[config.mk]
export PLATFORM = sky130hd
export DESIGN_NAME = io_flash_ctrl
export DESIGN_NICKNAME = d
export VERILOG_FILES = /design/src/rtl/io_flash_ctrl.sv
export SDC_FILE = /design/constraint.sdc
export NUM_CORES = 1
export LEC_CHECK = 0
export ABC_AREA = 0
export CAP_MARGIN = 20
export CORE_MARGIN = 8
export CORE_UTILIZATION = 40
export CTS_BUF_LIST = sky130_fd_sc_hd__clkbuf_4
export CTS_CLUSTER_DIAMETER = 60
export DETAILED_ROUTE_END_ITERATION = 6
export PLACE_DENSITY_LB_ADDON = 0.12
export SETUP_SLACK_MARGIN = 0.5
export SYNTH_ARGS = -nofsm -noshare
export SYNTH_HDL_FRONTEND = slang
export SYNTH_SLANG_ARGS = --single-unit
export TNS_END_PERCENT = 20
[constraint.sdc]
create_clock -name clk -period 2.4 [get_ports clk]
set_input_delay 0.48 -clock clk [delete_from_list [all_inputs] [get_ports clk]]
set_output_delay 0.48 -clock clk [all_outputs]
set_load 0.01 [all_outputs]
[src/rtl/io_flash_ctrl.sv]
// Off-chip parallel I/O sequencer and instruction-ROM flash loader for the HMMM core.
// Optional macro FLASH_CHECKSUM_EN adds a running 16-bit sum of flashed words on flashChecksum.
module io_flash_ctrl #(
    parameter int unsigned SYNC_STAGES = 2,
    parameter int unsigned ADDR_W      = 8
) (
    input  logic              clk,
    input  logic              reset,
    input  logic              inputReady,
    input  logic [15:0]       parallelIn,
    input  logic              flashEnable,
    input  logic              readReq,
    input  logic              writeReq,
    input  logic [15:0]       writeData,
    output logic              inputWaiting,
    output logic [15:0]       parallelOut,
    output logic [15:0]       readData,
    output logic              readDone,
    output logic              IObusy,
    output logic              coreHold,
    output logic              pcReset,
    output logic              romWe,
    output logic [ADDR_W-1:0] romWaddr,
    output logic [15:0]       romWdata,
    output logic [15:0]       flashChecksum
);
    localparam int unsigned DATA_W = 16;
    localparam logic [ADDR_W-1:0] CNT_MAX = '1;

    typedef enum logic [2:0] {
        IDLE,
        READ_WAIT,
        READ_DONE,
        FLASH_WAIT,
        FLASH_WRITE,
        FLASH_FULL,
        FLASH_EXIT
    } state_t;

    state_t state, state_d;

    logic [SYNC_STAGES-1:0] rdy_sync;
    logic [SYNC_STAGES-1:0] fl_sync;
    logic                   rdy_prev;
    logic                   rdy_s;
    logic                   fl_s;
    logic                   rdy_edge;

    logic [ADDR_W-1:0] cnt, cnt_d;
    logic [DATA_W-1:0] parallel_out_d;
    logic [DATA_W-1:0] read_data_d;
    logic [ADDR_W-1:0] rom_waddr_d;
    logic [DATA_W-1:0] rom_wdata_d;
    logic              waiting_d;
    logic              busy_d;
    logic              done_d;
    logic              hold_d;
    logic              pc_reset_d;
    logic              rom_we_d;

    assign rdy_s    = rdy_sync[SYNC_STAGES-1];
    assign fl_s     = fl_sync[SYNC_STAGES-1];
    assign rdy_edge = rdy_s & ~rdy_prev;

    // Synchronizers for the asynchronous strobe and flash request pins
    always_ff @(posedge clk or posedge reset) begin
        if (reset) begin
            rdy_sync <= '0;
            fl_sync  <= '0;
            rdy_prev <= 1'b0;
        end else begin
            rdy_sync <= {rdy_sync[SYNC_STAGES-2:0], inputReady};
            fl_sync  <= {fl_sync[SYNC_STAGES-2:0], flashEnable};
            rdy_prev <= rdy_s;
        end
    end

    // Next state, datapath updates, and outputs decoded from the next state
    always_comb begin
        state_d        = state;
        cnt_d          = cnt;
        parallel_out_d = parallelOut;
        read_data_d    = readData;
        rom_waddr_d    = romWaddr;
        rom_wdata_d    = romWdata;

        case (state)
            IDLE: begin
                if (fl_s) begin
                    state_d = FLASH_WAIT;
                    cnt_d   = '0;
                end else if (readReq) begin
                    state_d = READ_WAIT;
                end else if (writeReq) begin
                    parallel_out_d = writeData;
                end
            end
            READ_WAIT: begin
                if (fl_s) begin
                    state_d = FLASH_WAIT;
                    cnt_d   = '0;
                end else if (rdy_edge) begin
                    read_data_d = parallelIn;
                    state_d     = READ_DONE;
                end
            end
            READ_DONE: state_d = IDLE;
            FLASH_WAIT: begin
                if (!fl_s) begin
                    state_d = FLASH_EXIT;
                end else if (rdy_edge) begin
                    rom_wdata_d = parallelIn;
                    rom_waddr_d = cnt;
                    state_d     = FLASH_WRITE;
                end
            end
            // Write always completes; a flashEnable drop is seen back in FLASH_WAIT
            FLASH_WRITE: begin
                cnt_d   = cnt + ADDR_W'(1);
                state_d = (cnt == CNT_MAX) ? FLASH_FULL : FLASH_WAIT;
            end
            FLASH_FULL: begin
                if (!fl_s) state_d = FLASH_EXIT;
            end
            FLASH_EXIT: state_d = IDLE;
            default:    state_d = IDLE;
        endcase

        waiting_d  = (state_d == READ_WAIT) || (state_d == FLASH_WAIT);
        busy_d     = (state_d == READ_WAIT);
        done_d     = (state_d == READ_DONE);
        hold_d     = (state_d == FLASH_WAIT) || (state_d == FLASH_WRITE) ||
                     (state_d == FLASH_FULL) || (state_d == FLASH_EXIT);
        pc_reset_d = (state_d == FLASH_EXIT);
        rom_we_d   = (state_d == FLASH_WRITE);
    end

    // State and registered outputs
    always_ff @(posedge clk or posedge reset) begin
        if (reset) begin
            state        <= IDLE;
            cnt          <= '0;
            inputWaiting <= 1'b0;
            parallelOut  <= '0;
            readData     <= '0;
            readDone     <= 1'b0;
            IObusy       <= 1'b0;
            coreHold     <= 1'b0;
            pcReset      <= 1'b0;
            romWe        <= 1'b0;
            romWaddr     <= '0;
            romWdata     <= '0;
        end else begin
            state        <= state_d;
            cnt          <= cnt_d;
            inputWaiting <= waiting_d;
            parallelOut  <= parallel_out_d;
            readData     <= read_data_d;
            readDone     <= done_d;
            IObusy       <= busy_d;
            coreHold     <= hold_d;
            pcReset      <= pc_reset_d;
            romWe        <= rom_we_d;
            romWaddr     <= rom_waddr_d;
            romWdata     <= rom_wdata_d;
        end
    end

`ifdef FLASH_CHECKSUM_EN
    logic [DATA_W-1:0] csum;
    logic              flash_start;

    assign flash_start = (state_d == FLASH_WAIT) && ((state == IDLE) || (state == READ_WAIT));

    // Accumulator restarts with each new flash and holds after exit
    always_ff @(posedge clk or posedge reset) begin
        if (reset) begin
            csum <= '0;
        end else if (flash_start) begin
            csum <= '0;
        end else if (state == FLASH_WRITE) begin
            csum <= csum + romWdata;
        end
    end

    assign flashChecksum = csum;
`else
    assign flashChecksum = '0;
`endif

endmodule
==> qor.yml, run 1 <==
route:
  wire_per_inst_um: 16.1
  wl_um: 7370
  drc: 0
  ant_nets: 0
  dr.pass1.iters: 4
  vias: 2139
  drtIter0Drc: 77
  vias_per_cell: 4.68
power_and_ir_drop:
  clkPwrFrac_pct: 17.0
  seqPwrFrac_pct: 37.1
  vdd_drop_max_v: 0.000484
  powerDensity_mw_per_mm2: 1200
  p_sw_mw: 1.67
  pwr-share-comb_pct: 45.9
  p_leak_nw: 2.10
  swShare_pct: 29.8
  internal_power_mw: 3.93
setup_path:
  worstRegToRegCells: 6
  path_max_fanout: 7
  end_kind: "register"
  startpoint_type: "register"
  required_ns: 2.70
  arrival_ns: 2.22
  path_class: "register to register"
global_routing:
  grt_usage_pct: 13.3
  grt_pass1_vias: 2304
  antenna_found_initial: 0
  grt_max_degree: 79
  grt_pass1_wl_um: 12100
  grt-ovfl-total: 0
yosys:
  synth_seq_cells: 78
  yosysTopAreaCell: "dfrtp_1"
  synthTopCellsByArea: "dfrtp_1, mux2_2, mux2_4"
  ys.flop_type: "dfrtp_1"
  syn_area_sq_mm: 0.00324
  avgSynthCellArea_sq_um: 14.4
  ys_warn_count: 0
  syn-instance-count: 225
  synth-seq-area-share_pct: 60.2
  synth_top_cell_area_share_pct: 60.2
  synth_edf_count: 0
  synthArstFlopShare_pct: 100
  ys_types: 38
run:
  max-cap-violations: 0
floorplanning:
  coreArea_sq_mm: 0.00805
  rows: 33
  start_util_pct: 40.3
  die_area_sq_mm: 0.0112
  die_width_um: 106
  ios: 116
  die_h_um: 106
timing:
  final_max_slew_viol_count: 0
  fin_skew_ns: 0.0149
  finalHoldViolCount: 0
  finalSetupViolCount: 0
  period_needed_ns: 1.92
  max_freq_mhz: 521
  max-slew-margin-rel_pct: 66.2
  tns_ns: 0
  rsz0062_at_grt: "yes"
  finalCritPeriodShare_pct: 80.0
  worstMarginPinSlew_ns: 0.505
placed_design:
  hpwl_um: 5100
  numPortBuffers: 99
  routabilityCongestion: 0.753
cells_and_area:
  final_util_pct: 57.7
  final_cell_mix: "clkdlybuf4s50_1, dfrtp_1, mux2_2, buf_4, conb_1"
  antenna_cells: 0
  area_growth_pct: 43.3
  final_common_cell: "clkdlybuf4s50_1"
  fin_nets: 387
  fillCellCount: 699
  drive_gt1_share_pct: 30.1
clock_network:
  clock_sinks: 78
  cts_tree: "done"
  holdBufCountCts: 0
  path_clk_slew_ns: 0.12
  h-tree-depth: 3
  cts_buffers: 9
  cts-root-buf: "clkbuf_4"
  cts.path.max_buffers: 2
  worstSkewPairLatency_ns: 0.40
worst_hold_path:
  hold_path_depth: 0
  hp-class: "register to register"
outcome:
  status: "finished, final reports clean"
cell type report:
type / count / area (sq um) / share of cell area (%)
sequential: 78 / 1960 / 42.1
timing repair buffer: 121 / 1200 / 25.9
clock inverter: 5 / 98.8 / 2.13
inverter: 7 / 30.0 / 0.646
tap: 105 / 131 / 2.83
clock buffer: 10 / 75.1 / 1.61
multi-input combinational: 131 / 1160 / 24.9
per-stage QoR:
stage	power [mW]	setup WS, ns	hold slack [ns]	instance area, sq um	cells
after floorplan	3.31	0.469	0.331	3300	240
after global placement	4.40	0.162	0.333	4300	426
after detailed placement	4.45	0.122	0.337	4300	426
after CTS	5.57	0.508	0.366	4570	450
after global routing	5.96	0.417	0.371	4650	457
final	5.59	0.479	0.364	4650	457
final timing paths:
check / start / end / slack [ns]
min reg2reg: rdy_sync[0] / rdy_sync[1] / 0.36
max reg2reg: state[2] / readData[13] / 0.48
max in group asynchronous: reset / cnt[4] / 1.54
min: rdy_sync[0] / rdy_sync[1] / 0.36
min in group asynchronous: reset / parallelOut[6] / 0.52
max: state[2] / readData[13] / 0.48
synth_stat cells (all sizes together), types with 2 or more instances:
cell type	n
o21ai	11
o31ai	2
xor2	2
nand3	5
nand2	8
nor2	7
o211ai	3
mux2	56
nand4	3
inv	7
dfrtp	78
buf	23
cell families (layout without fill, tap and decap cells):
group	after synthesis	count (layout)	synth area share [%]
flops	78	78	60.2
mux	56	56	20.5
simple gates	32	32	6.02
buf+inv	31	143	6.56
compound gates	24	24	5.75
xor+xnor	2	2	0.540
fa+ha+maj	1	1	0.386
other cells	1	16	0.116
per-layer routing:
metal / vias up / routed length (um) / track usage [%]
met5: - / 0 / 0
met3: 12 / 833 / 6.90
met2: 96 / 3250 / 19.5
li1: 1000 / - / -
met1: 1031 / 3170 / 16.0
met4: 0 / 124 / 6.03
what timing repair did:
| item | 4_1_cts | 5_1_grt |
|---|---|---|
| gates cloned | 0 | 1 |
| pin swaps | 2 | 6 |
| buffers inserted | 9 | 6 |
| setup endpoints to repair | 17 | 18 |
| resized for setup | 6 | 3 |
sequential cells by signal, summed over array words and instances (netlist names), 2 cells and up:
name / cells
romWaddr: 8
fl_sync: 2
parallelOut: 16
romWdata: 16
readData: 16
state: 3
cnt: 8
rdy_sync: 2
power groups by stage:
stage,clock network (mW),logic (mW),registers [mW]
after global placement,0,2.30,2.10
after floorplan,0,1.03,2.29
final,0.953,2.57,2.08
after global routing,1.04,2.77,2.15
after CTS,0.991,2.51,2.07
after detailed placement,0,2.34,2.11
worst max-delay path, stage by stage (launching register included):
cell	delay (ns)
dfrtp_2	0.45
nor3b_4	0.31
nand4_4	0.14
o21a_4	0.24
o211ai_4	0.13
clkbuf_16	0.21
mux2_2	0.32
Power figures use the tool's default switching activity.
==> run 2: changes to the inputs <==
- clock period: 2.4 -> 1.9 ns (I/O delays scaled with it)
==> qor.yml, run 2 (same netlist as run 1, synthesis figures left out) <==
outcome:
  status: "finished, final reports clean"
timing:
  worstMarginPinSlew_ns: 0.540
  max_freq_mhz: 541
  rsz0062_at_grt: "yes"
  max-slew-margin-rel_pct: 63.8
  finalHoldViolCount: 0
  fin_skew_ns: 0.0155
  fin_ws_ns: 0.0499
  tns_ns: 0
  finalSetupViolCount: 0
  period_needed_ns: 1.85
  final_max_slew_viol_count: 0
  finalCritPeriodShare_pct: 97.4
setup_path:
  crit_path_max_incr_delay_ns: 0.42
  end_kind: "register"
  crit_family: "compound AO/OA/AOI/OAI gates"
  worstRegToRegCells: 7
  crit_cells: 7
  startpoint_type: "register"
  reg2reg_slack_ns: 0.05
  rr_startpoint: "cnt[1]"
  crit_path_top_delay_cell: "dfrtp_1"
  path_class: "register to register"
  required_ns: 2.20
  crit_chain: "ha_4, nand3_1, o21ai_1, nand2_2, o211ai_4, clkbuf_16, mux2_4"
  reg2reg_to: "readData[5]"
  path_buf_inv: 1
  arrival_ns: 2.15
  path_max_fanout: 8
worst_hold_path:
  worstHoldEndpoint: "rdy_sync[1]"
  hold_path_depth: 0
  hp-class: "register to register"
  worstHoldStart: "rdy_sync[0]"
route:
  wl_um: 7190
  dr.pass1.iters: 4
  wire_per_inst_um: 15.6
  drtIter0Drc: 116
  vias: 2139
  vias_per_cell: 4.64
  ant_nets: 0
  drc: 0
floorplanning:
  start_util_pct: 40.3
  rows: 33
  ios: 116
  die_width_um: 106
  die_h_um: 106
  die_area_sq_mm: 0.0112
  coreArea_sq_mm: 0.00805
power_and_ir_drop:
  p_leak_nw: 2.11
  power_mw: 6.65
  powerDensity_mw_per_mm2: 1460
  vdd_drop_max_v: 0.000675
cells_and_area:
  final_cells: 461
  final_common_cell: "clkdlybuf4s50_1"
  reg_top3: "parallelOut (16), readData (16), romWdata (16)"
  fillCellCount: 712
  multi_input_area_sq_mm: 0.00115
  drive_gt1_share_pct: 35.7
  ff_latch_area_sq_mm: 0.00195
  fin_nets: 390
  antenna_cells: 0
  final_cell_mix: "clkdlybuf4s50_1, dfrtp_1, mux2_2, buf_4, conb_1"
  design_area_sq_mm: 0.00456
  area_growth_pct: 40.5
clock_network:
  clock_sinks: 78
  path_clk_slew_ns: 0.13
  cts_buffers: 9
  holdBufCountCts: 0
  cts-root-buf: "clkbuf_4"
  worstSkewPairLatency_ns: 0.41
  cts_tree: "done"
  h-tree-depth: 3
  cts.path.max_buffers: 2
global_routing:
  grt_pass1_wl_um: 11500
  grt_max_degree: 79
  grt_pass1_vias: 2272
  antenna_found_initial: 0
  grt_usage_pct: 12.9
  grt-ovfl-total: 0
placed_design:
  numPortBuffers: 99
  hpwl_um: 5130
  place_inst: 437
  place_area_sq_mm: 0.00442
  dp_slack_ns: -0.0724
  routabilityCongestion: 0.762
run:
  max-cap-violations: 0
## run 2: area by class of cell
type | count | share of cell area [%]
sequential | 78 | 42.8
timing repair buffer | 124 | 25.4
multi-input combinational | 131 | 25.3
tap | 105 | 2.88
clock buffer | 10 | 1.65
clock inverter | 6 | 1.37
inverter | 7 | 0.659
## run 2: how the worst max path moves through the flow
| stage | startpoint | end | slack (ns) |
|---|---|---|---|
| after global placement | readReq | readData[1] | -0.04 |
| after floorplan | state[1] | readData[0] | -0.03 |
| after global routing | cnt[1] | readData[5] | -0.01 |
| after CTS | cnt[0] | readData[10] | 0.02 |
| final | cnt[1] | readData[5] | 0.05 |
| after detailed placement | readReq | readData[3] | -0.07 |
## run 2: report_power, final
part	switching (mW)	total (mW)	internal [mW]
logic	1.23	3.08	1.85
registers	0.309	2.59	2.28
clock network	0.572	0.983	0.411
total	2.11	6.65	4.53
## run 2: timing repair
item                                   in CTS  in global routing
setup buffers                               2                  5
gates cloned                                0                  1
pin swaps                                   1                  7
endpoints found under the hold margin       0                  0
gates resized for setup                    37                 21
setup endpoints to repair                 127                127
## run 2: per-stage QoR
| step | utilization [%] | hold slack, ns |
|---|---|---|
| floorplan | - | 0.331 |
| global placement | 54.9 | 0.334 |
| detailed placement | 54.9 | 0.336 |
| CTS | 56.2 | 0.364 |
| global route | 56.6 | 0.373 |
| finish | 56.6 | 0.362 |
## run 2: metal layers
metal	up-vias	track usage (%)	wire length (um)
met3	8	7.02	859
met2	86	19.2	3190
met1	1033	15.1	3050
met5	-	0	0
met4	0	5.43	85
li1	1012	-	-
